$ cat src/rtl/serial_subtractor_ctrl.sv
// Serial subtractor controller: computes A - B - Bin one bit per cycle, LSB first,
// through a single shared 1-bit full-subtractor cell.
module serial_subtractor_ctrl #(
  parameter int WIDTH = 8
) (
  input  logic             clk,
  input  logic             rst_n,
  input  logic             start,
  input  logic [WIDTH-1:0] A,
  input  logic [WIDTH-1:0] B,
  input  logic             Bin,
  output logic             busy,
  output logic             done,
  output logic [WIDTH-1:0] Diff,
  output logic             Borr
);
  // state | meaning
  // IDLE  | waiting for start; last result held on Diff/Borr
  // RUN   | one operand bit pair consumed per cycle, LSB first
  // DONE  | one-cycle done pulse, then unconditional return to IDLE

  localparam int CW = $clog2(WIDTH) + 1;

  typedef enum logic [1:0] {
    IDLE = 2'd0,
    RUN  = 2'd1,
    DONE = 2'd2
  } state_t;

  state_t           state_q, state_d;
  logic [WIDTH-1:0] a_q, a_d;
  logic [WIDTH-1:0] b_q, b_d;
  logic [WIDTH-1:0] part_q, part_d;
  logic [WIDTH-1:0] diff_q, diff_d;
  logic [WIDTH-1:0] part_shift;
  logic             r_q, r_d;
  logic             borr_q, borr_d;
  logic [CW-1:0]    cnt_q, cnt_d;
  logic             cell_d;
  logic             cell_r;
  logic             last_bit;

  assign cell_d   = a_q[0] ^ b_q[0] ^ r_q;
  assign cell_r   = (~a_q[0] & b_q[0]) | (~a_q[0] & r_q) | (b_q[0] & r_q);
  assign last_bit = (cnt_q == CW'(WIDTH - 1));

  always_comb begin
    state_d    = state_q;
    a_d        = a_q;
    b_d        = b_q;
    r_d        = r_q;
    cnt_d      = cnt_q;
    part_d     = part_q;
    diff_d     = diff_q;
    borr_d     = borr_q;
    // New result bit enters at the MSB so that after WIDTH shifts bit 0 holds the LSB.
    part_shift = part_q >> 1;
    part_shift[WIDTH-1] = cell_d;

    unique case (state_q)
      IDLE: begin
        if (start) begin
          a_d     = A;
          b_d     = B;
          r_d     = Bin;
          cnt_d   = '0;
          part_d  = '0;
          state_d = RUN;
        end
      end
      RUN: begin
        a_d    = a_q >> 1;
        b_d    = b_q >> 1;
        r_d    = cell_r;
        cnt_d  = cnt_q + 1'b1;
        part_d = part_shift;
        if (last_bit) begin
          diff_d  = part_shift;
          borr_d  = cell_r;
          state_d = DONE;
        end
      end
      DONE: begin
        state_d = IDLE;
      end
      default: begin
        state_d = IDLE;
      end
    endcase
  end

  always_ff @(posedge clk or negedge rst_n) begin
    if (!rst_n) begin
      state_q <= IDLE;
      a_q     <= '0;
      b_q     <= '0;
      r_q     <= 1'b0;
      cnt_q   <= '0;
      part_q  <= '0;
      diff_q  <= '0;
      borr_q  <= 1'b0;
    end else begin
      state_q <= state_d;
      a_q     <= a_d;
      b_q     <= b_d;
      r_q     <= r_d;
      cnt_q   <= cnt_d;
      part_q  <= part_d;
      diff_q  <= diff_d;
      borr_q  <= borr_d;
    end
  end

  assign busy = (state_q == RUN);
  assign done = (state_q == DONE);
  assign Diff = diff_q;
  assign Borr = borr_q;

endmodule

$ cat config.mk
export PLATFORM = sky130hd
export DESIGN_NAME = serial_subtractor_ctrl
export DESIGN_NICKNAME = d
export VERILOG_FILES = /design/src/rtl/serial_subtractor_ctrl.sv
export SDC_FILE = /design/constraint.sdc
export NUM_CORES = 1
export LEC_CHECK = 0
export BUFFER_PORTS_ARGS = -buffer_cell sky130_fd_sc_hd__buf_2
export CAP_MARGIN = 20
export CORE_ASPECT_RATIO = 2
export CORE_MARGIN = 4
export CORE_UTILIZATION = 48
export DETAILED_ROUTE_END_ITERATION = 7
export PLACE_DENSITY = 0.73
export SLEW_MARGIN = 10
export SYNTH_ARGS = -nofsm -noshare
export SYNTH_HDL_FRONTEND = slang
export SYNTH_SLANG_ARGS = --single-unit
$ cat constraint.sdc
create_clock -name clk -period 1.4 [get_ports clk]
set_input_delay 0.14 -clock clk [delete_from_list [all_inputs] [get_ports clk]]
set_output_delay 0.14 -clock clk [all_outputs]
set_load 0.005 [all_outputs]
==> metrics.cfg, run 1 <==
[status]
status = finished with violations
violations = negative setup slack

[critical_path]
cp_cell_sequence = ha_2, nand2_4, nor3_4, buf_6, mux2_4
cpMaxStageDelayCell = dfrtp_1
end_kind = flip-flop
crit_path_max_incr_delay_ns = 0.37
critPathLaunchType = flip-flop
critPathArrivalTime_ns = 1.63
worstSetupPathType = flip-flop to flip-flop
cp_max_fo = 4
worst-endpoint-required_ns = 1.58
cp_num_buf_inv = 1
crit_family = flip-flops

[worst_hold_path]
hold_class = primary input to flip-flop

[cells_and_area]
fin_cells = 223
area_growth_pct = 27.0
fin_nets = 212
drive_above_1_share_pct = 35.6
layout_commonest_cell = dfrtp_1
antenna_cells = 0
mostFrequentLayoutCells = dfrtp_1, buf_2, nand2_1, o21ai_0, a22oi_1

[routing]
drc = 0
vias_per_cell = 5.77
drt_pass1_iterations = 4
postRouteAntennaNets = 0
finalWirelength_mm = 3.60
vias = 1287
drt-initial-drc-count = 17
wl_per_cell_um = 16.2

[synthesis]
synth-seq-cells = 39
seq_area_frac_synth_pct = 58.8
synth_cell_types = 28
ys_warn_count = 0
synth.cell_area_sq_mm = 0.00166
synthFlopType = dfrtp_1
syn_inst = 143
synth.net_count = 165
ys_async_sr_fraction_pct = 100
synth_edf_count = 0
syn_avg_cell_area_sq_um = 11.6

[timing]
setup_viol = 8
fin_skew_ns = 0.00469
holdWs_ns = 0.149
tightest_slew_ns = 0.486
fin_crit_ns = 1.46
rsz0062_at_grt = yes
finalMaxSlewViolations = 0
hold_viol = 0
slew_headroom_pct = 67.6
setup_slack_ns = -0.0568
max_freq_mhz = 686
period_share_pct = 104

[placed_design]
globalplace.congestion = 0.763
post-place-ws_ns = -0.0261
io_buffer_count = 30
hpwlAfterDp_mm = 2.55
dp_cells = 209

[floorplan]
die_y_um = 91.1
ios = 31
core_area_sq_mm = 0.00338
std_cell_rows = 30
start_util_pct = 49.1
fp.dieW_um = 49.6
die_area_sq_mm = 0.00452

[power_and_ir_drop]
peakVddDrop_v = 0.00103
power_density_mw_per_mm2 = 2030
power.leakage_uw = 0.00102

[cts]
root_buffer = clkbuf_8
cts_made_buffers = 5
cts_tree = done
clock-sinks = 39
clk_path_buf_depth = 2
htree_num_levels = 2
clk_pin_slew_ns = 0.07
clock_latency_ns = 0.29

[grt]
overflow = 0
grt_first_pass_wirelength_mm = 5.97
grt_max_degree = 40
antenna_found_initial = 0
grt_pass1_vias = 1315
grt_util_all_layers_pct = 17.0

[flow_run]
drv_cap = 0

## cell usage after synthesis (all sizes together) (2+ instances only)
library cell / n / area [sq um]
a31oi: 2 / 12.5
nor2: 5 / 18.8
nand2b: 2 / 20.0
and3b: 2 / 17.5
nor2b: 2 / 12.5
mux2: 8 / 90.1
a22oi: 13 / 97.6
a22o: 8 / 70.1
buf: 3 / 21.3
inv: 4 / 15.0
clkbuf: 6 / 22.5
o21ai: 16 / 80.1
dfrtp: 39 / 976
nand2: 18 / 67.6
mux2i: 2 / 20.0
a21oi: 4 / 20.0
## state kept, by name, summed over array words and instances, names as in the netlist
| register | cells |
|---|---|
| Diff | 8 |
| a_q | 8 |
| b_q | 8 |
| part_q | 7 |
| cnt_q | 4 |
| state_q | 2 |
| Borr | 1 |
| r_q | 1 |
## routing by layer
| metal | up-vias | global-route usage, % | wire length [um] |
|---|---|---|---|
| met2 | 36 | 31.1 | 2000 |
| met3 | 13 | 4.11 | 152 |
| met1 | 633 | 18.1 | 1330 |
| met4 | 0 | 6.70 | 113 |
| li1 | 605 | - | - |
| met5 | - | 0 | 0 |
## per-stage QoR
step | total power, uW | instance area (sq um) | util [%] | setup TNS (ns)
after floorplan | 2780 | 1670 | - | -0.462
after global placement | 3280 | 1920 | 57.0 | 0
after detailed placement | 3380 | 1920 | 57.0 | -0.0492
after CTS | 4130 | 2030 | 60.2 | -0.0225
after global routing | 4580 | 2110 | 62.4 | -0.979
final | 4280 | 2110 | 62.4 | -0.356
## cell type report
class / count / area, sq um
Sequential cell: 39 / 976
Timing Repair Buffer: 49 / 330
Clock inverter: 1 / 5.00
Tap cell: 32 / 40.0
Multi-Input combinational cell: 91 / 664
Fill cell: 282 / 1270
Clock buffer: 7 / 76.3
Inverter: 4 / 15.0
## where the power goes
group | internal (uW) | switching, uW | leakage (uW) | total, uW
Sequential | 1580 | 299 | 0.000502 | 1880
Combinational | 927 | 750 | 0.000474 | 1680
Clock | 350 | 374 | 0.0000422 | 724
Total | 2850 | 1420 | 0.00102 | 4280
## worst register-to-register path, cell delays in order, from the launching register on
cell and delay (ns):
dfrtp_1 0.37, ha_2 0.21, nand2_4 0.06, nor3_4 0.24, buf_6 0.17, mux2_4 0.30
## timing repair
action | in CTS | in global routing
setup endpoints to repair | 6 | 12
hold buffers | 1 | 0
gates resized for setup | 1 | 13
setup buffers | 2 | 3
pin swaps | 0 | 2
hold endpoints to repair | 39 | 0
## path summary, 6_finish.rpt
kind,start,endpoint,slack (ns),cells after the start
min in group asynchronous,rst_n,b_q[7],0.44,3
min,A[0],a_q[0],0.15,3
max reg2reg,cnt_q[1],Diff[6],-0.06,5
max,cnt_q[1],Diff[6],-0.06,5
max in group asynchronous,rst_n,cnt_q[1],0.62,3
min reg2reg,b_q[4],b_q[4],0.49,2
## cells by family after synthesis
| group | synth area share [%] |
|---|---|
| mux | 6.64 |
| compound gates | 19.1 |
| fa+ha+maj | 1.96 |
| simple gates | 9.95 |
| buf+inv | 3.54 |
| flops | 58.8 |
Power figures use the tool's default switching activity.
==> run 2, diff against run 1 <==
--- a/config.mk
+++ b/config.mk
@@ -7,7 +7,7 @@
 export LEC_CHECK = 0
 export BUFFER_PORTS_ARGS = -buffer_cell sky130_fd_sc_hd__buf_2
 export CAP_MARGIN = 20
-export CORE_ASPECT_RATIO = 2
+export CORE_ASPECT_RATIO = 0.9
 export CORE_MARGIN = 4
 export CORE_UTILIZATION = 48
 export DETAILED_ROUTE_END_ITERATION = 7
==> run 2 against run 1 <==
Compared with the run above:
- critical path depth unchanged
- die area down 1.2%
- the flow now finishes without violations
- hold slack better by 0.0062 ns
- worst setup slack better by 0.070 ns
- routed wire length down 1.6%
- clock power down 6.6%
- first-iteration DRC count rose to 6.6 times the previous value
- power down 3.7%
- design area down 2.3%
- sequential share of layout area up 1.1 points
- combinational power down 9%
- largest power group unchanged
==> metrics.cfg, run 2 (same netlist as run 1, synthesis figures left out) <==
[critical_path]
end_kind = flip-flop  ; unchanged
critPathLaunchType = flip-flop  ; unchanged
worst-r2r-cell-count = 5  ; unchanged
rrSetupSlack_ns = 0.01  ; was -0.06 ns
r2r_start = cnt_q[0]  ; was cnt_q[1]
worst-endpoint-required_ns = 1.57  ; was 1.58 ns
r2r-end = Borr  ; was Diff[6]
cp_max_fo = 10  ; was 4
worstSetupPathType = flip-flop to flip-flop  ; unchanged
critPathArrivalTime_ns = 1.55  ; was 1.63 ns

[floorplan]
die_area_sq_mm = 0.00446  ; was 0.00452 sq mm
die_y_um = 63.8  ; was 91.1 um
std_cell_rows = 19  ; was 30
fp.dieW_um = 70.0  ; was 49.6 um
ios = 31  ; unchanged
core_area_sq_mm = 0.00319  ; was 0.00338 sq mm
start_util_pct = 52.1  ; was 49.1%

[grt]
grt_util_all_layers_pct = 17.2  ; was 17.0%
grt_first_pass_wirelength_mm = 6.00  ; was 5.97 mm
antenna_found_initial = 0  ; unchanged
grt_max_degree = 22  ; was 40
overflow = 0  ; unchanged
grt_pass1_vias = 1312  ; was 1315

[timing]
fin_crit_ns = 1.39  ; was 1.46 ns
rsz0062_at_grt = yes  ; unchanged
tightest_slew_ns = 0.376  ; was 0.486 ns
setup_viol = 0  ; was 8
finalMaxSlewViolations = 0  ; unchanged
slew_headroom_pct = 74.9  ; was 67.6%
period_share_pct = 99.0  ; was 104%
fin_skew_ns = 0.00487  ; was 0.00469 ns
max_freq_mhz = 721  ; was 686 MHz
hold_viol = 0  ; unchanged

[routing]
finalWirelength_mm = 3.54  ; was 3.60 mm
vias = 1252  ; was 1287
drt-initial-drc-count = 112  ; was 17
drt_pass1_iterations = 5  ; was 4
drc = 0  ; unchanged
vias_per_cell = 5.56  ; was 5.77
wl_per_cell_um = 15.8  ; was 16.2 um
postRouteAntennaNets = 0  ; unchanged

[cts]
root_buffer = clkbuf_8  ; unchanged
clk_pin_slew_ns = 0.07  ; about the same
cts_made_buffers = 5  ; unchanged
cts_tree = done  ; unchanged
clk_path_buf_depth = 2  ; unchanged
htree_num_levels = 2  ; unchanged
clock_latency_ns = 0.28  ; was 0.29 ns
clock-sinks = 39  ; unchanged

[cells_and_area]
drive_above_1_share_pct = 33.3  ; was 35.6%
fin_util_pct = 64.6  ; was 62.4%
mostFrequentLayoutCells = dfrtp_1, buf_2, nand2_1, o21ai_0, a22oi_1  ; unchanged
fin_nets = 206  ; was 212
antenna_cells = 0  ; unchanged
final_area_sq_mm = 0.00206  ; was 0.00211 sq mm
layout_commonest_cell = dfrtp_1  ; unchanged
area_growth_pct = 24.1  ; was 27.0%

[placed_design]
placedInstanceArea_sq_mm = 0.00193  ; was 0.00192 sq mm
hpwlAfterDp_mm = 2.46  ; was 2.55 mm
globalplace.congestion = 0.744  ; was 0.763
io_buffer_count = 30  ; unchanged

[power_and_ir_drop]
power_density_mw_per_mm2 = 2000  ; was 2030 mW/mm^2
power.leakage_uw = 0.000971  ; was 0.00102 uW
peakVddDrop_v = 0.00111  ; was 0.00103 V
power_uw = 4120  ; was 4280 uW

[status]
status = finished, final reports clean  ; was finished with violations

[flow_run]
drv_cap = 0  ; unchanged

[worst_hold_path]
holdPathEnd = a_q[6]  ; was a_q[0]
hold_class = primary input to flip-flop  ; unchanged
hold_depth = 3  ; unchanged
hp-start = A[6]  ; was A[0]

## run 2: cell type report
cell class	count	area, sq um
Tap cell	42	52.6
Inverter	4	15.0
Multi-Input combinational cell	91	656
Fill cell	258	1130
Sequential cell	39	976
Clock buffer	6	72.6
Timing Repair Buffer	43	287
## run 2: worst max-delay path by stage
stage | start | endpoint | slack (ns) | cells past startpoint
after floorplan | cnt_q[0] | Borr | -0.06 | 4
after global placement | cnt_q[0] | Borr | 0.05 | 5
after detailed placement | cnt_q[0] | Diff[4] | 0.0004 | 5
after CTS | cnt_q[0] | Diff[6] | 0.007 | 5
after global routing | cnt_q[0] | Diff[1] | -0.03 | 5
final | cnt_q[0] | Borr | 0.01 | 5
## run 2: what timing repair did
| action | 4_1_cts | 5_1_grt |
|---|---|---|
| hold endpoints to repair | 15 | 0 |
| endpoints found under the setup margin | 3 | 8 |
| gates resized for setup | 1 | 6 |
| setup buffers | 0 | 1 |
| hold buffers | 1 | 0 |
## run 2: power breakdown
group / internal (uW) / switching, uW / leakage, uW
clock: 332 / 345 / 0.0000371
sequential: 1580 / 334 / 0.000502
combinational: 812 / 717 / 0.000433
total: 2720 / 1400 / 0.000971
## run 2: metrics by stage
step	setup slack, ns	std cells	hold slack, ns	TNS [ns]
2_1_floorplan	-0.0633	143	-0.156	-0.462
3_3_place_gp	0.0531	217	0.0688	0
3_5_place_dp	0.000380	217	0.0813	0
4_1_cts	0.00718	224	0.144	0
5_1_grt	-0.0323	225	0.147	-0.146
6_report	0.0134	225	0.155	0
## run 2: layer usage
layer  vias up  share of wire [%]  global-route usage (%)  wire [um]
met5         -                  0                       0          0
met4         0               0.68                    8.61         24
met1       631                 45                    22.5       1610
li1        593                  -                       -          -
met2        26                 50                    27.2       1760
met3         2                4.1                    3.92        144
## run 2: critical path, cell delays in order, from the launching register on
cell and delay, ns:
dfrtp_1 0.40, ha_4 0.18, nand2_4 0.05, nor3_4 0.15
buf_12 0.16, mux2_2 0.33
